File: config.mk
export PLATFORM = sky130hd
export DESIGN_NAME = time_set_ctrl
export DESIGN_NICKNAME = d
export VERILOG_FILES = /design/src/rtl/clock_pkg.sv /design/src/rtl/btn_edge.sv /design/src/rtl/time_set_ctrl.sv
export SDC_FILE = /design/constraint.sdc
export NUM_CORES = 1
export LEC_CHECK = 0
export ABC_AREA = 1
export BUFFER_PORTS_ARGS = -buffer_cell sky130_fd_sc_hd__buf_4
export CAP_MARGIN = 20
export CORE_ASPECT_RATIO = 1.5
export CORE_UTILIZATION = 55
export CTS_BUF_LIST = sky130_fd_sc_hd__clkbuf_4
export DETAILED_ROUTE_END_ITERATION = 8
export PLACE_DENSITY_LB_ADDON = 0.3
export SLEW_MARGIN = 5
export SYNTH_ARGS = -nofsm -noshare
export SYNTH_HDL_FRONTEND = slang
export SYNTH_HIERARCHICAL = 1
export SYNTH_SLANG_ARGS = --single-unit
File: constraint.sdc
create_clock -name clk -period 1.25 [get_ports clk]
set_input_delay 0.125 -clock clk [delete_from_list [all_inputs] [get_ports clk]]
set_output_delay 0.125 -clock clk [all_outputs]
set_load 0.02 [all_outputs]
File: src/rtl/clock_pkg.sv
// Shared types for the clock time-set controller: FSM states, field bit
// indices and the per-state output decode.
package clock_pkg;

    typedef enum logic [2:0] {
        RUN    = 3'd0,
        SET_S  = 3'd1,
        SET_MI = 3'd2,
        SET_H  = 3'd3,
        SET_D  = 3'd4
    } state_t;

    localparam int FLD_S  = 0;
    localparam int FLD_MI = 1;
    localparam int FLD_H  = 2;
    localparam int FLD_D  = 3;

    // Level outputs that depend only on state and blink phase
    typedef struct packed {
        logic       pulse_1s;
        logic [3:0] cnt_en;
        logic [3:0] disp;
        logic       set_mode;
    } ctrl_t;

    // One-hot field selected by a SET state, zero in RUN
    function automatic logic [3:0] field_mask(input state_t s);
        logic [3:0] m;
        m = '0;
        case (s)
            SET_S:   m[FLD_S]  = 1'b1;
            SET_MI:  m[FLD_MI] = 1'b1;
            SET_H:   m[FLD_H]  = 1'b1;
            SET_D:   m[FLD_D]  = 1'b1;
            default: m = '0;
        endcase
        return m;
    endfunction

    // Mode button walks RUN -> S -> MI -> H -> D -> RUN
    function automatic state_t mode_next(input state_t s);
        case (s)
            RUN:     return SET_S;
            SET_S:   return SET_MI;
            SET_MI:  return SET_H;
            SET_H:   return SET_D;
            default: return RUN;
        endcase
    endfunction

    function automatic ctrl_t ctrl_for(input state_t s, input logic phase);
        ctrl_t      c;
        logic [3:0] m;
        m = field_mask(s);
        if (s == RUN) begin
            c.pulse_1s = 1'b1;
            c.cnt_en   = 4'b1111;
            c.disp     = 4'b1111;
            c.set_mode = 1'b0;
        end else begin
            c.pulse_1s = 1'b0;
            c.cnt_en   = m;
            c.disp     = ~m | (phase ? m : 4'b0000);
            c.set_mode = 1'b1;
        end
        return c;
    endfunction

endpackage

File: src/rtl/btn_edge.sv
// Two-flop synchronizer plus registered rising-edge detector. 'level' is the
// synchronized level aligned with 'rise', which pulses 3 clks after btn rises.
module btn_edge (
    input  logic clk,
    input  logic rst,
    input  logic btn,
    output logic level,
    output logic rise
);

    logic sync1, sync2;

    // Synchronize, then compare against the delayed level for the edge pulse
    always_ff @(posedge clk or posedge rst) begin
        if (rst) begin
            sync1 <= 1'b0;
            sync2 <= 1'b0;
            level <= 1'b0;
            rise  <= 1'b0;
        end else begin
            sync1 <= btn;
            sync2 <= sync1;
            level <= sync2;
            rise  <= sync2 & ~level;
        end
    end

endmodule

File: src/rtl/time_set_ctrl.sv
// Time-set controller: mode button cycles RUN/SET_S/SET_MI/SET_H/SET_D, up/down
// buttons emit one-clk adjust pulses for the selected field, which blinks.
// Optional build macro AUTO_REPEAT_EN adds hold-to-repeat on up/down.
import clock_pkg::*;

module time_set_ctrl #(
    parameter int HOLD_CYCLES   = 50_000_000,
    parameter int REPEAT_CYCLES = 10_000_000,
    parameter int BLINK_CYCLES  = 25_000_000
) (
    input  logic       clk,
    input  logic       rst,
    input  logic       btn_mode,
    input  logic       btn_up,
    input  logic       btn_down,
    output logic       enable_pulse_1s,
    output logic [3:0] enable_cnt,
    output logic [3:0] increase,
    output logic [3:0] decrease,
    output logic [3:0] disp_en,
    output logic       set_mode
);

    localparam int BW = (BLINK_CYCLES > 1) ? $clog2(BLINK_CYCLES) : 1;

    logic [2:0] btn_raw, btn_lvl, btn_rise;
    logic       mode_rise, up_rise, dn_rise, up_lvl, dn_lvl;
    logic       unused_mode_lvl;

    assign btn_raw = {btn_down, btn_up, btn_mode};

    for (genvar i = 0; i < 3; i++) begin : g_btn
        btn_edge u_edge (
            .clk   (clk),
            .rst   (rst),
            .btn   (btn_raw[i]),
            .level (btn_lvl[i]),
            .rise  (btn_rise[i])
        );
    end

    assign mode_rise       = btn_rise[0];
    assign up_rise         = btn_rise[1];
    assign dn_rise         = btn_rise[2];
    assign up_lvl          = btn_lvl[1];
    assign dn_lvl          = btn_lvl[2];
    assign unused_mode_lvl = btn_lvl[0];

    state_t        state, state_nxt;
    logic [BW-1:0] blink_cnt, blink_nxt;
    logic          blink_phase, phase_nxt;
    logic          adj_ok, up_fire, dn_fire;
    ctrl_t         ctrl_q;

    // Adjusts only in SET states, and a mode edge in the same clk wins
    assign adj_ok = (state != RUN) & ~mode_rise;

`ifdef AUTO_REPEAT_EN
    localparam int HW = $clog2(HOLD_CYCLES + 1);

    logic [HW-1:0] hold_cnt, hold_nxt;
    logic          rpt_fire;

    // Hold counter: first repeat after HOLD_CYCLES, then rewind so the next
    // one lands REPEAT_CYCLES later; any edge, release or state change clears it
    always_comb begin
        hold_nxt = hold_cnt;
        rpt_fire = 1'b0;
        if (!adj_ok || !(up_lvl ^ dn_lvl) || up_rise || dn_rise) begin
            hold_nxt = '0;
        end else if (hold_cnt == HW'(HOLD_CYCLES - 1)) begin
            hold_nxt = HW'(HOLD_CYCLES - REPEAT_CYCLES);
            rpt_fire = 1'b1;
        end else begin
            hold_nxt = hold_cnt + HW'(1);
        end
    end

    // Hold counter register
    always_ff @(posedge clk or posedge rst) begin
        if (rst) hold_cnt <= '0;
        else     hold_cnt <= hold_nxt;
    end

    assign up_fire = adj_ok & ((up_rise & ~dn_lvl) | (rpt_fire & up_lvl));
    assign dn_fire = adj_ok & ((dn_rise & ~up_lvl) | (rpt_fire & dn_lvl));
`else
    assign up_fire = adj_ok & up_rise & ~dn_lvl;
    assign dn_fire = adj_ok & dn_rise & ~up_lvl;
`endif

    // Next state and blink timing; a state change restarts the blink at phase 1
    always_comb begin
        state_nxt = mode_rise ? mode_next(state) : state;
        blink_nxt = blink_cnt + BW'(1);
        phase_nxt = blink_phase;
        if (mode_rise) begin
            blink_nxt = '0;
            phase_nxt = 1'b1;
        end else if (blink_cnt == BW'(BLINK_CYCLES - 1)) begin
            blink_nxt = '0;
            phase_nxt = ~blink_phase;
        end
    end

    // FSM with registered outputs decoded from the upcoming state
    always_ff @(posedge clk or posedge rst) begin
        if (rst) begin
            state       <= RUN;
            blink_cnt   <= '0;
            blink_phase <= 1'b1;
            increase    <= '0;
            decrease    <= '0;
            ctrl_q      <= ctrl_for(RUN, 1'b1);
        end else begin
            state       <= state_nxt;
            blink_cnt   <= blink_nxt;
            blink_phase <= phase_nxt;
            increase    <= up_fire ? field_mask(state) : 4'b0000;
            decrease    <= dn_fire ? field_mask(state) : 4'b0000;
            ctrl_q      <= ctrl_for(state_nxt, phase_nxt);
        end
    end

    assign enable_pulse_1s = ctrl_q.pulse_1s;
    assign enable_cnt      = ctrl_q.cnt_en;
    assign disp_en         = ctrl_q.disp;
    assign set_mode        = ctrl_q.set_mode;

endmodule

==> out/summary.txt <==
outcome - finished, violations left
failing checks - negative setup slack
Cells after Synth - 313
Syn Std Cell Area - 2680 um2
FP Rows - 30
setup ws final - -0.256 ns
Post-synth EDFFs - 0
Routed WL - 7890 um
Layout area overhead - 39.1%
commonest non-fill, non-tap cell in the layout - buf_4
CP Data Required Time - 1.55 ns
Leak - 0.00179 uW
worst relative slew slack - 75.0%
htree depth - 3
Slew Limit Fails - 0
Clock Skew - 0.0138 ns
Post-DP HPWL - 4710 um
Die Area - 5150 um2
minimum clock period - 1.51 ns
Synth top area share - 45.8%
Ys Warns - 6
RSZ-0062 raised after global routing - yes
post-synthesis cell type count - 24
share of layout cells above drive strength 1 - 41.0%
first-pass iteration count of the detailed router - 4
R2R Setup Slk - -0.26 ns
cell taking the most area after synthesis - dfrtp_1
Fmax achieved - 0.664 GHz
sequential fraction of the synthesis area - 55.7%
1st-iter DRT viols - 149
vias per cell - 5.36
n_diodes - 0
peak supply drop - 1.19 mV
Synth area leaders - dfrtp_1, dfstp_2, nand2_1, nor2_1, inv_1
CTS buffer count - 9
crit path kind - reg2reg
effective utilization at floorplan - 58.4%
residual DRC count - 0
ys flop type - dfrtp_1
initial antenna violation count - 0
setup TNS - -5.69 ns
Mapped Nets - 319
first-pass GRT wire length - 11600 um
Crit. End Element - flop
Final period util - 120%
wire length per cell - 16.8 um
Core Util, Final - 81.3%
largest net degree at the start of global routing - 21
most frequent cells in the layout - buf_4, nand2_1, nor2_1
HP Class - in2async
clock sinks - 59
CTS tree - built
Final setup viols - 37
Post-DRT Antenna Nets - 0
# nets final - 408
worst-path fanout max - 8
#FFs+latches synth - 59
Max Cap Viol - 0
ys async rst share - 100%
CTS clk-pin slew, worst paths - 0.11 ns
Worst setup SP type - flop
Total Routing Usage GR - 31.8%
Chip Height - 87.4 um
core box area - 4580 um2
Worst-Margin Slew - 0.375 ns
CTS max path bufs - 2
vias in the first global route - 2604
final count of hold timing violations - 0
vias - 2524
number of buffers added on ports - 22
clk root buf - clkbuf_4
crit path DAT - 1.81 ns
Worst-Skew Late Latency - 0.42 ns
Die Wd - 58.9 um
RD Place Congestion - 0.903
# IOs - 23
P per Cell Area - 1280 nW/um2
Avg Inst Size Synth - 8.55 um2
fill count - 248
grt total ovfl - 0
[where the power goes]
part	internal [uW]	switching (uW)
combinational	386	546
sequential	2100	159
clock	803	773
total	3290	1480
[layer usage]
| metal | global-route usage [%] | wire (um) | part of all wire [%] |
|---|---|---|---|
| met5 | 0 | 0 | 0 |
| met4 | 20.3 | 526 | 6.7 |
| met3 | 6.98 | 348 | 4.4 |
| met2 | 59.5 | 4420 | 56 |
| met1 | 29.9 | 2600 | 33 |
[registers in the layout, summed over array words and instances (netlist names)]
name                flops
blink_cnt              25
decrease                4
disp_en                 4
enable_cnt              4
increase                4
g_btn.u_edge/level      3
g_btn.u_edge/rise       3
g_btn.u_edge/sync1      3
g_btn.u_edge/sync2      3
state                   3
blink_phase             1
enable_pulse_1s         1
set_mode                1
[cells in the mapped netlist, types with 2 or more instances]
cell type	number
dfrtp_1	49
nor2_1	65
nand3_1	14
nor2_4	5
inv_2	3
buf_2	2
nand4_1	11
nor2_2	13
xor2_1	3
o21ai_0	4
dfstp_2	10
nor3_1	7
nand2_1	69
nand2_2	9
inv_1	36
xnor2_1	5
[worst max-delay path: stages, from the launching register on]
cell     delay (ns)
dfrtp_1        0.43
ha_4           0.19
nand2_4        0.07
nor2_4         0.12
nand2_2        0.08
nor2_4         0.19
nand2_4        0.11
nand2_8        0.13
nor2_1         0.07
[cell families (layout without fill, tap and decap cells)]
| family | after synthesis | count (layout) | synth area share, % |
|---|---|---|---|
| fa+ha+maj | 1 | 1 | 0.468 |
| compound gates | 6 | 6 | 1.26 |
| flops | 59 | 59 | 55.7 |
| simple gates | 198 | 198 | 34.1 |
| xor+xnor | 8 | 8 | 2.62 |
| buf+inv | 41 | 135 | 5.85 |
[worst paths after layout]
path                                  startpoint               endpoint  cells past startpoint
setup / recovery                    blink_cnt[0]          blink_cnt[11]                      8
hold / removal                               rst   g_btn[1].u_edge/rise                      3
setup reg to reg                    blink_cnt[0]          blink_cnt[11]                      8
hold reg to reg            g_btn[1].u_edge/sync1  g_btn[1].u_edge/sync2                      0
max in group asynchronous                    rst            blink_phase                      4
min in group clk                        btn_mode  g_btn[0].u_edge/sync1                      2
[repair_timing]
item                                    CTS  global route
hold buffers                              4             0
pin swaps                                 5            22
resized for setup                        16            33
hold endpoints to repair                 25             0
endpoints found under the setup margin   36            42
buffers inserted                          6             1
[metrics by stage]
stage                     hold WS (ns)  cells  power [uW]  cell area (um2)  worst slack (ns)
after floorplan                 -0.109    313        2650             2690            -0.104
after global placement          0.0424    444        2940             3290           -0.0972
after detailed placement        0.0503    444        2970             3290            -0.154
after CTS                        0.179    470        4590             3590            -0.154
after global routing             0.199    471        4910             3720            -0.288
final                            0.184    471        4770             3720            -0.256
[final cells by class]
cell class                 instances  area (um2)  area share (%)
clock inverter                     7        92.6            2.49
clock buffer                       9        67.6            1.82
multi-input combinational        213        1210            32.6
tap                               64        80.1            2.15
sequential                        59        1490            40.1
inverter                          39         146            3.93
timing repair buffer              80         631            16.9
Note: power is estimated with default switching activity, not from simulation.
